[config.mk]
export PLATFORM = sky130hd
export DESIGN_NAME = core_id_idq
export DESIGN_NICKNAME = d
export VERILOG_FILES = /design/src/rtl/core_id_idq_pkg.sv /design/src/rtl/core_id_decode.sv /design/src/rtl/core_id_idq.sv
export SDC_FILE = /design/constraint.sdc
export NUM_CORES = 1
export LEC_CHECK = 0
export ABC_CLOCK_PERIOD_IN_PS = 3400
export CAP_MARGIN = 10
export CORE_ASPECT_RATIO = 0.6
export CORE_MARGIN = 1
export CORE_UTILIZATION = 43
export DETAILED_ROUTE_END_ITERATION = 8
export PLACE_DENSITY = 0.84
export SETUP_SLACK_MARGIN = 0.02
export SLEW_MARGIN = 20
export SYNTH_ARGS = -nofsm -noshare
export SYNTH_HDL_FRONTEND = slang
export SYNTH_SLANG_ARGS = --single-unit
[constraint.sdc]
create_clock -name clk -period 3.4 [get_ports clk]
set_input_delay 1.02 -clock clk [delete_from_list [all_inputs] [get_ports clk]]
set_output_delay 1.02 -clock clk [all_outputs]
set_load 0.02 [all_outputs]
[src/rtl/core_id_idq_pkg.sv]
// Shared widths, queue defaults, opcode values and decoded-bus layouts for the ID-stage instruction queue.
package core_id_idq_pkg;

    localparam int CORE_PC_WIDTH        = 32;
    localparam int CORE_INST_WIDTH      = 32;
    localparam int CORE_XLEN            = 32;
    localparam int CORE_RFIDX_WIDTH     = 5;
    localparam int CORE_IDQ_DEPTH       = 4;
    localparam int CORE_IDQ_NFWD        = 2;
    localparam int CORE_IDQ_ENTRY_WIDTH = CORE_PC_WIDTH + CORE_INST_WIDTH + 1;

    typedef struct packed {
        logic [CORE_PC_WIDTH-1:0]   pc;
        logic [CORE_INST_WIDTH-1:0] inst;
        logic                       bp;
    } idq_entry_t;

    typedef enum logic [6:0] {
        OPC_LUI    = 7'b0110111,
        OPC_AUIPC  = 7'b0010111,
        OPC_JAL    = 7'b1101111,
        OPC_JALR   = 7'b1100111,
        OPC_BRANCH = 7'b1100011,
        OPC_LOAD   = 7'b0000011,
        OPC_STORE  = 7'b0100011,
        OPC_OP_IMM = 7'b0010011,
        OPC_OP     = 7'b0110011,
        OPC_SYSTEM = 7'b1110011
    } opcode_e;

    typedef struct packed {
        logic       jal;
        logic       jalr;
        logic       branch;
        logic [2:0] funct3;
    } bj_bus_t;

    typedef struct packed {
        logic       lui;
        logic       auipc;
        logic       op;
        logic       op_imm;
        logic [2:0] funct3;
        logic       sub_sra;
    } alu_bus_t;

    typedef struct packed {
        logic       load;
        logic       store;
        logic [2:0] funct3;
    } lsu_bus_t;

    typedef struct packed {
        logic        csr;
        logic [2:0]  funct3;
        logic [11:0] addr;
    } csr_bus_t;

endpackage

[src/rtl/core_id_decode.sv]
// RV32I field extraction and per-unit instruction buses for the instruction at the queue head.
module core_id_decode
    import core_id_idq_pkg::*;
(
    input  logic [CORE_INST_WIDTH-1:0]  i_inst,
    output logic                        rs1_ren,
    output logic                        rs2_ren,
    output logic                        rd_wen,
    output logic [CORE_RFIDX_WIDTH-1:0] rs1_idx,
    output logic [CORE_RFIDX_WIDTH-1:0] rs2_idx,
    output logic [CORE_RFIDX_WIDTH-1:0] rd_idx,
    output logic [CORE_XLEN-1:0]        imm,
    output bj_bus_t                     bj_bus,
    output alu_bus_t                    alu_bus,
    output lsu_bus_t                    lsu_bus,
    output csr_bus_t                    csr_bus,
    output logic                        ebreak
);

    logic [2:0] funct3;

    assign funct3  = i_inst[14:12];
    assign rs1_idx = i_inst[19:15];
    assign rs2_idx = i_inst[24:20];
    assign rd_idx  = i_inst[11:7];
    assign ebreak  = (i_inst == 32'h0010_0073);

    always_comb begin
        // NOTE: every output gets a default first so no path through the case leaves a latch.
        rs1_ren = 1'b0;
        rs2_ren = 1'b0;
        rd_wen  = 1'b0;
        imm     = '0;
        bj_bus  = '0;
        alu_bus = '0;
        lsu_bus = '0;
        csr_bus = '0;
        case (i_inst[6:0])
            OPC_LUI, OPC_AUIPC: begin
                rd_wen        = 1'b1;
                alu_bus.lui   = (i_inst[6:0] == OPC_LUI);
                alu_bus.auipc = (i_inst[6:0] == OPC_AUIPC);
                imm           = {i_inst[31:12], 12'b0};
            end
            OPC_JAL: begin
                rd_wen     = 1'b1;
                bj_bus.jal = 1'b1;
                imm = {{11{i_inst[31]}}, i_inst[31], i_inst[19:12], i_inst[20], i_inst[30:21], 1'b0};
            end
            OPC_JALR: begin
                rs1_ren     = 1'b1;
                rd_wen      = 1'b1;
                bj_bus.jalr = 1'b1;
                imm         = {{20{i_inst[31]}}, i_inst[31:20]};
            end
            OPC_BRANCH: begin
                rs1_ren       = 1'b1;
                rs2_ren       = 1'b1;
                bj_bus.branch = 1'b1;
                bj_bus.funct3 = funct3;
                imm = {{19{i_inst[31]}}, i_inst[31], i_inst[7], i_inst[30:25], i_inst[11:8], 1'b0};
            end
            OPC_LOAD: begin
                rs1_ren        = 1'b1;
                rd_wen         = 1'b1;
                lsu_bus.load   = 1'b1;
                lsu_bus.funct3 = funct3;
                imm            = {{20{i_inst[31]}}, i_inst[31:20]};
            end
            OPC_STORE: begin
                rs1_ren        = 1'b1;
                rs2_ren        = 1'b1;
                lsu_bus.store  = 1'b1;
                lsu_bus.funct3 = funct3;
                imm            = {{20{i_inst[31]}}, i_inst[31:25], i_inst[11:7]};
            end
            OPC_OP_IMM, OPC_OP: begin
                rs1_ren         = 1'b1;
                rs2_ren         = (i_inst[6:0] == OPC_OP);
                rd_wen          = 1'b1;
                alu_bus.op      = (i_inst[6:0] == OPC_OP);
                alu_bus.op_imm  = (i_inst[6:0] == OPC_OP_IMM);
                alu_bus.funct3  = funct3;
                alu_bus.sub_sra = i_inst[30];
                imm             = (i_inst[6:0] == OPC_OP) ? '0 : {{20{i_inst[31]}}, i_inst[31:20]};
            end
            OPC_SYSTEM: begin
                // funct3 of zero is ecall/ebreak; anything else is a CSR access
                if (funct3 != 3'b000) begin
                    rs1_ren        = ~funct3[2];
                    rd_wen         = 1'b1;
                    csr_bus.csr    = 1'b1;
                    csr_bus.funct3 = funct3;
                    csr_bus.addr   = i_inst[31:20];
                    imm            = {27'b0, i_inst[19:15]};
                end
            end
            default: ;
        endcase
    end

endmodule

[src/rtl/core_id_idq.sv]
// ID-stage instruction queue: buffers fetched instructions, decodes the head and holds it on RAW hazards.
// Define CORE_IDQ_BYPASS_EN to present an arriving instruction in the same cycle when the queue is empty.
module core_id_idq
    import core_id_idq_pkg::*;
#(
    parameter int DEPTH = CORE_IDQ_DEPTH,
    parameter int NFWD  = CORE_IDQ_NFWD
) (
    input  logic                             clk,
    input  logic                             rst_n,
    input  logic                             valid_in,
    output logic                             ready_in,
    input  logic [CORE_PC_WIDTH-1:0]         i_pc,
    input  logic [CORE_INST_WIDTH-1:0]       i_inst,
    input  logic                             i_branch_predict,
    output logic                             valid_out,
    input  logic                             ready_out,
    input  logic                             i_pipe_flush_req,
    input  logic [NFWD*CORE_RFIDX_WIDTH-1:0] fwd_rd_idx,
    input  logic [NFWD-1:0]                  fwd_rd_wen,
    input  logic [NFWD-1:0]                  fwd_busy,
    input  logic [CORE_XLEN-1:0]             rs1_dat,
    input  logic [CORE_XLEN-1:0]             rs2_dat,
    output logic [CORE_PC_WIDTH-1:0]         o_pc,
    output logic                             o_branch_predict,
    output logic [CORE_XLEN-1:0]             o_rs1_dat,
    output logic [CORE_XLEN-1:0]             o_rs2_dat,
    output logic                             o_rs1_ren,
    output logic                             o_rs2_ren,
    output logic                             o_rd_wen,
    output logic [CORE_RFIDX_WIDTH-1:0]      o_rs1_idx,
    output logic [CORE_RFIDX_WIDTH-1:0]      o_rs2_idx,
    output logic [CORE_RFIDX_WIDTH-1:0]      o_rd_idx,
    output logic [CORE_XLEN-1:0]             o_imm,
    output bj_bus_t                          o_bj_dec_inst_bus,
    output alu_bus_t                         o_alu_inst_bus,
    output lsu_bus_t                         o_lsu_inst_bus,
    output csr_bus_t                         o_csr_inst_bus,
    output logic                             rv_ebreak_sim,
    output logic [$clog2(DEPTH+1)-1:0]       o_count,
    output logic                             o_raw_stall
);

    localparam int AW = $clog2(DEPTH);
    localparam int CW = $clog2(DEPTH + 1);
    localparam logic [CW-1:0] FULL_CNT = CW'(DEPTH);

    logic [CORE_IDQ_ENTRY_WIDTH-1:0] mem_q [DEPTH];
    logic [CORE_IDQ_ENTRY_WIDTH-1:0] mem_d [DEPTH];
    logic [AW-1:0] wptr_q, wptr_d, rptr_q, rptr_d;
    logic [CW-1:0] count_q, count_d;
    idq_entry_t    in_entry, head;
    logic          bypass_sel, head_valid, push, pop, pop_fifo;

    assign in_entry = '{pc: i_pc, inst: i_inst, bp: i_branch_predict};

`ifdef CORE_IDQ_BYPASS_EN
    assign bypass_sel = (count_q == '0) & valid_in;
`else
    assign bypass_sel = 1'b0;
`endif

    assign head       = bypass_sel ? in_entry : idq_entry_t'(mem_q[rptr_q]);
    assign head_valid = (count_q != '0) | bypass_sel;

    always_comb begin
        o_raw_stall = 1'b0;
        for (int k = 0; k < NFWD; k++) begin
            if (fwd_rd_wen[k] && fwd_busy[k]
                && (fwd_rd_idx[k*CORE_RFIDX_WIDTH +: CORE_RFIDX_WIDTH] != '0)
                && ((o_rs1_ren && (o_rs1_idx == fwd_rd_idx[k*CORE_RFIDX_WIDTH +: CORE_RFIDX_WIDTH]))
                 || (o_rs2_ren && (o_rs2_idx == fwd_rd_idx[k*CORE_RFIDX_WIDTH +: CORE_RFIDX_WIDTH]))))
                o_raw_stall = head_valid;
        end
    end

    assign ready_in  = (count_q != FULL_CNT);
    assign valid_out = head_valid & ~o_raw_stall & ~i_pipe_flush_req;
    assign pop       = valid_out & ready_out;
    // A bypassed instruction that issues immediately never touches the storage.
    assign pop_fifo  = pop & ~bypass_sel;
    assign push      = valid_in & ready_in & ~i_pipe_flush_req & ~(bypass_sel & pop);

    always_comb begin
        wptr_d  = wptr_q;
        rptr_d  = rptr_q;
        count_d = count_q;
        mem_d   = mem_q;
        if (i_pipe_flush_req) begin
            wptr_d  = '0;
            rptr_d  = '0;
            count_d = '0;
        end else begin
            if (push) begin
                wptr_d        = wptr_q + AW'(1);
                mem_d[wptr_q] = in_entry;
            end
            if (pop_fifo)
                rptr_d = rptr_q + AW'(1);
            case ({push, pop_fifo})
                2'b10:   count_d = count_q + CW'(1);
                2'b01:   count_d = count_q - CW'(1);
                default: ;
            endcase
        end
    end

    // NOTE: sequential state uses non-blocking assignment so every flop samples pre-edge values.
    always_ff @(posedge clk) begin
        if (!rst_n) begin
            wptr_q  <= '0;
            rptr_q  <= '0;
            count_q <= '0;
        end else begin
            wptr_q  <= wptr_d;
            rptr_q  <= rptr_d;
            count_q <= count_d;
        end
    end

    // NOTE: payload storage is deliberately not reset; count_q alone decides which slots are live.
    always_ff @(posedge clk) begin
        mem_q <= mem_d;
    end

    core_id_decode u_decode (
        .i_inst  (head.inst),
        .rs1_ren (o_rs1_ren),
        .rs2_ren (o_rs2_ren),
        .rd_wen  (o_rd_wen),
        .rs1_idx (o_rs1_idx),
        .rs2_idx (o_rs2_idx),
        .rd_idx  (o_rd_idx),
        .imm     (o_imm),
        .bj_bus  (o_bj_dec_inst_bus),
        .alu_bus (o_alu_inst_bus),
        .lsu_bus (o_lsu_inst_bus),
        .csr_bus (o_csr_inst_bus),
        .ebreak  (rv_ebreak_sim)
    );

    assign o_pc             = head.pc;
    assign o_branch_predict = head.bp;
    assign o_rs1_dat        = rs1_dat;
    assign o_rs2_dat        = rs2_dat;
    assign o_count          = count_q;

endmodule

==> results of run 1 <==
## power groups by stage
stage	registers, W	logic [W]	clock network (W)
floorplan	0.00375	0.000303	0
global placement	0.00375	0.000514	0
detailed placement	0.00375	0.000524	0
CTS	0.00368	0.000551	0.00276
global route	0.00368	0.000614	0.00289
finish	0.00368	0.000587	0.00271
## timing repair
| action | in CTS | in global routing |
|---|---|---|
| pin swaps | 25 | 12 |
| resized for setup | 572 | 141 |
| cloned | 2 | 1 |
| endpoints found under the setup margin | 120 | 111 |
| setup buffers | 37 | 17 |
## how the worst min path moves through the flow
stage	slack, ps	end	cells after the start
after detailed placement	510	wptr_q[1]	2
after CTS	520	wptr_q[1]	2
after global routing	580	wptr_q[1]	2
after floorplan	470	wptr_q[1]	2
final	520	wptr_q[1]	2
after global placement	490	wptr_q[1]	2
## metal layers
layer | track usage | vias up
met1 | 0.3064 | 3706
met4 | 0.05628 | 4
met5 | 0 | -
met2 | 0.3406 | 413
met3 | 0.07444 | 57
li1 | - | 3146
## cell usage in the layout (no fill, tap or decap), types with 7 or more instances in the layout
master	synthesis	routed
buf_6	3	96
nor2_4	0	25
mux2i_1	7	7
clkbuf_16	0	27
dlygate4sd2_1	0	13
nor2_1	40	10
xnor2_1	15	15
clkbuf_1	5	8
xor2_1	8	8
mux4_2	59	61
clkdlybuf4s50_1	0	87
buf_4	66	126
and2_4	0	11
clkdlybuf4s15_1	0	17
nand2_1	28	22
nand4_1	7	7
clkbuf_2	0	15
inv_1	17	13
buf_12	0	16
edfxtp_1	260	260
## cells in the mapped netlist (7+ instances only)
library cell,count,area [µm²]
edfxtp_1,260,7807
buf_4,66,495.5
mux4_2,59,1329
nor2_1,40,150.1
nand2_1,28,105.1
inv_1,17,63.81
o21ai_0,17,85.08
xnor2_1,15,131.4
and2_1,12,75.07
buf_2,11,55.05
a21oi_1,10,50.05
xor2_1,8,70.07
dfxtp_1,7,140.1
mux2i_1,7,70.07
nand4_1,7,43.79
## sequential cells by signal, summed over array words and instances (netlist names)
signal and flops:
o_count 3, rptr_q 2, wptr_q 2, mem_q 260
## critical path, stage by stage, from the launching register on
cell and delay, ps:
dfxtp_4 420, buf_4 180, mux4_2 550, buf_6 190
and2_1 180, nand3_2 100, or2_4 190, nand2_1 110
or4_4 430, buf_6 150
## kinds of logic (layout without fill, tap and decap cells)
family / Yosys count / count (layout) / synth area share
DFF: 267 / 267 / 0.6941
and+or+nand+nor: 130 / 130 / 0.05978
buffers and inverters: 106 / 449 / 0.06054
muxes: 72 / 72 / 0.1307
AOI/OAI and AO/OA: 53 / 53 / 0.03005
xor gates and xnor gates: 23 / 23 / 0.01759
adders and majority gates: 6 / 6 / 0.007212
other: 0 / 2 / 0
## metrics by stage
stage               TNS [ps]  setup WS, ps  hold WS [ps]
CTS                   -26820        -622.7         519.8
finish                -36770        -672.8         517.9
floorplan             -643.4        -114.2         469.2
global placement      -29130         -1086         487.5
detailed placement    -31890         -1083         506.8
global route          -42330        -775.7         582.1
## cell type report
cell class	instances	area, µm²	share of cell area
tap	352	440.4	0.02690
timing repair buffer	382	3762	0.2298
antenna	2	5.005	0.0003057
multi-input combinational	284	3331	0.2034
clock inverter	14	113.9	0.006954
sequential	267	7955	0.4859
clock buffer	34	680.7	0.04157
inverter	19	83.83	0.005120
==> out/summary.txt, run 1 <==
FFs w/ async S/R, synth: 0
Starting Density: 0.4450
Area growth syn-to-layout: 42.99%
post-layout power: 0.006980 W
RR Startpoint: rptr_q[0]
class of the worst hold path: flip-flop to flip-flop
relative slew slack: 0.4624
crit path capture type: primary output
Worst-path clk slew: 70 ps
post-route insts no fill: 1354
Tcrit/Tclk final: 1.198
antenna viol nets, final: 0
clock sink count: 267
Synth Warn #: 0
via count: 7326
met2 wire length: 15050 µm
worst reg2reg path depth: 16
DRT Pass-1 Iters: 5
sequential share of power: 0.527
final slew viol count: 0
Final Cell Area: 16370 µm²
Die X-Extent: 212.7 µm
die height: 128.4 µm
# nets final: 1134
CP Max Fanout: 9
switching share of power: 0.2188
initial antenna violation count: 4
Mean Syn Cell Area: 17.43 µm²
placed cells: 1251
Port Buffer Count: 208
Filler cells: 1760
final global-route overflow total: 0
H-Tree Depth: 1
Critical Path RT: 2380 ps
Logic pwr share: 0.084
fin worst setup slack: -672.8 ps
Max Root-Sink Buffers: 3
Post-Syn Nets: 811
DRT iter0 DRCs: 548
DRC Markers: 0
uppermost layer routed: met5
Clock power frac: 0.388
core box area: 25730 µm²
largest net degree at the start of global routing: 37
Routed wire per std cell: 23.73 µm
Pint: 0.005453 W
Post-CTS Hold Buffers: 0
final core occ: 0.6363
Die ar.: 27300 µm²
Leakage: 5.821 nW
CTS tree: built
clk_lat worst skew: 540 ps
final setup fails: 75
#FFs+latches synth: 267
GRT Resource Usage Total: 0.2220
number of flops mapped to enable cells by yosys: 260
max-cap viol count: 0
R2R Setup Slk: -250 ps
crit path DAT: 3050 ps
Seq/Total Area, Yosys: 0.6941
vias in the first global route: 7242
row count: 45
Critical path origin: rptr_q[0]
DP Wirelength: 21300 µm
Critical Path Sink: o_rd_wen
startpoint types: flip-flop
Slew @ Worst Pin: 800.2 ps
first-pass GRT wire length: 44740 µm
clk_skew: 8.786 ps
vias per inst: 5.411
fraction of layout cells with a size suffix above 1: 0.4660
VDD IR max: 436.8 µV
critical path class: flip-flop to primary output
startpoint of the worst hold path: wptr_q[1]
metal3 WL: 3255 µm
Routed WL: 32130 µm
status: complete, but fails checks
Synth Cell Area: 11450 µm²
M1 WL: 13050 µm
Cell Area, Placed: 14430 µm²
pwr dens: 426.3 nW/µm²
Highest Clock Rate: 0.2455 GHz
unrepaired setup endpoints after global routing: yes
Synth cell types: 55
Num CTS Buffers: 26
worst r2r dst: o_count[2]
Fin. Hold Viols: 0
Root Driver: clkbuf_16
min Tclk post-route: 4073 ps
Net Switching: 0.001527 W
Synth Flop Type: edfxtp_1
final RePlAce weighted congestion: 0.9108
gate count after technology mapping: 657
Ports: 337
failing checks: setup timing
No activity file was read; power rests on OpenSTA's default activity.
==> run 2, diff against run 1 <==
--- a/config.mk
+++ b/config.mk
@@ -10,6 +10,7 @@
 export CORE_ASPECT_RATIO = 0.6
 export CORE_MARGIN = 1
 export CORE_UTILIZATION = 43
+export CTS_CLUSTER_DIAMETER = 60
 export DETAILED_ROUTE_END_ITERATION = 8
 export PLACE_DENSITY = 0.84
 export SETUP_SLACK_MARGIN = 0.02
==> results of run 2 <==
No change in the layout: final DEF, timing and power equal those of run 1.
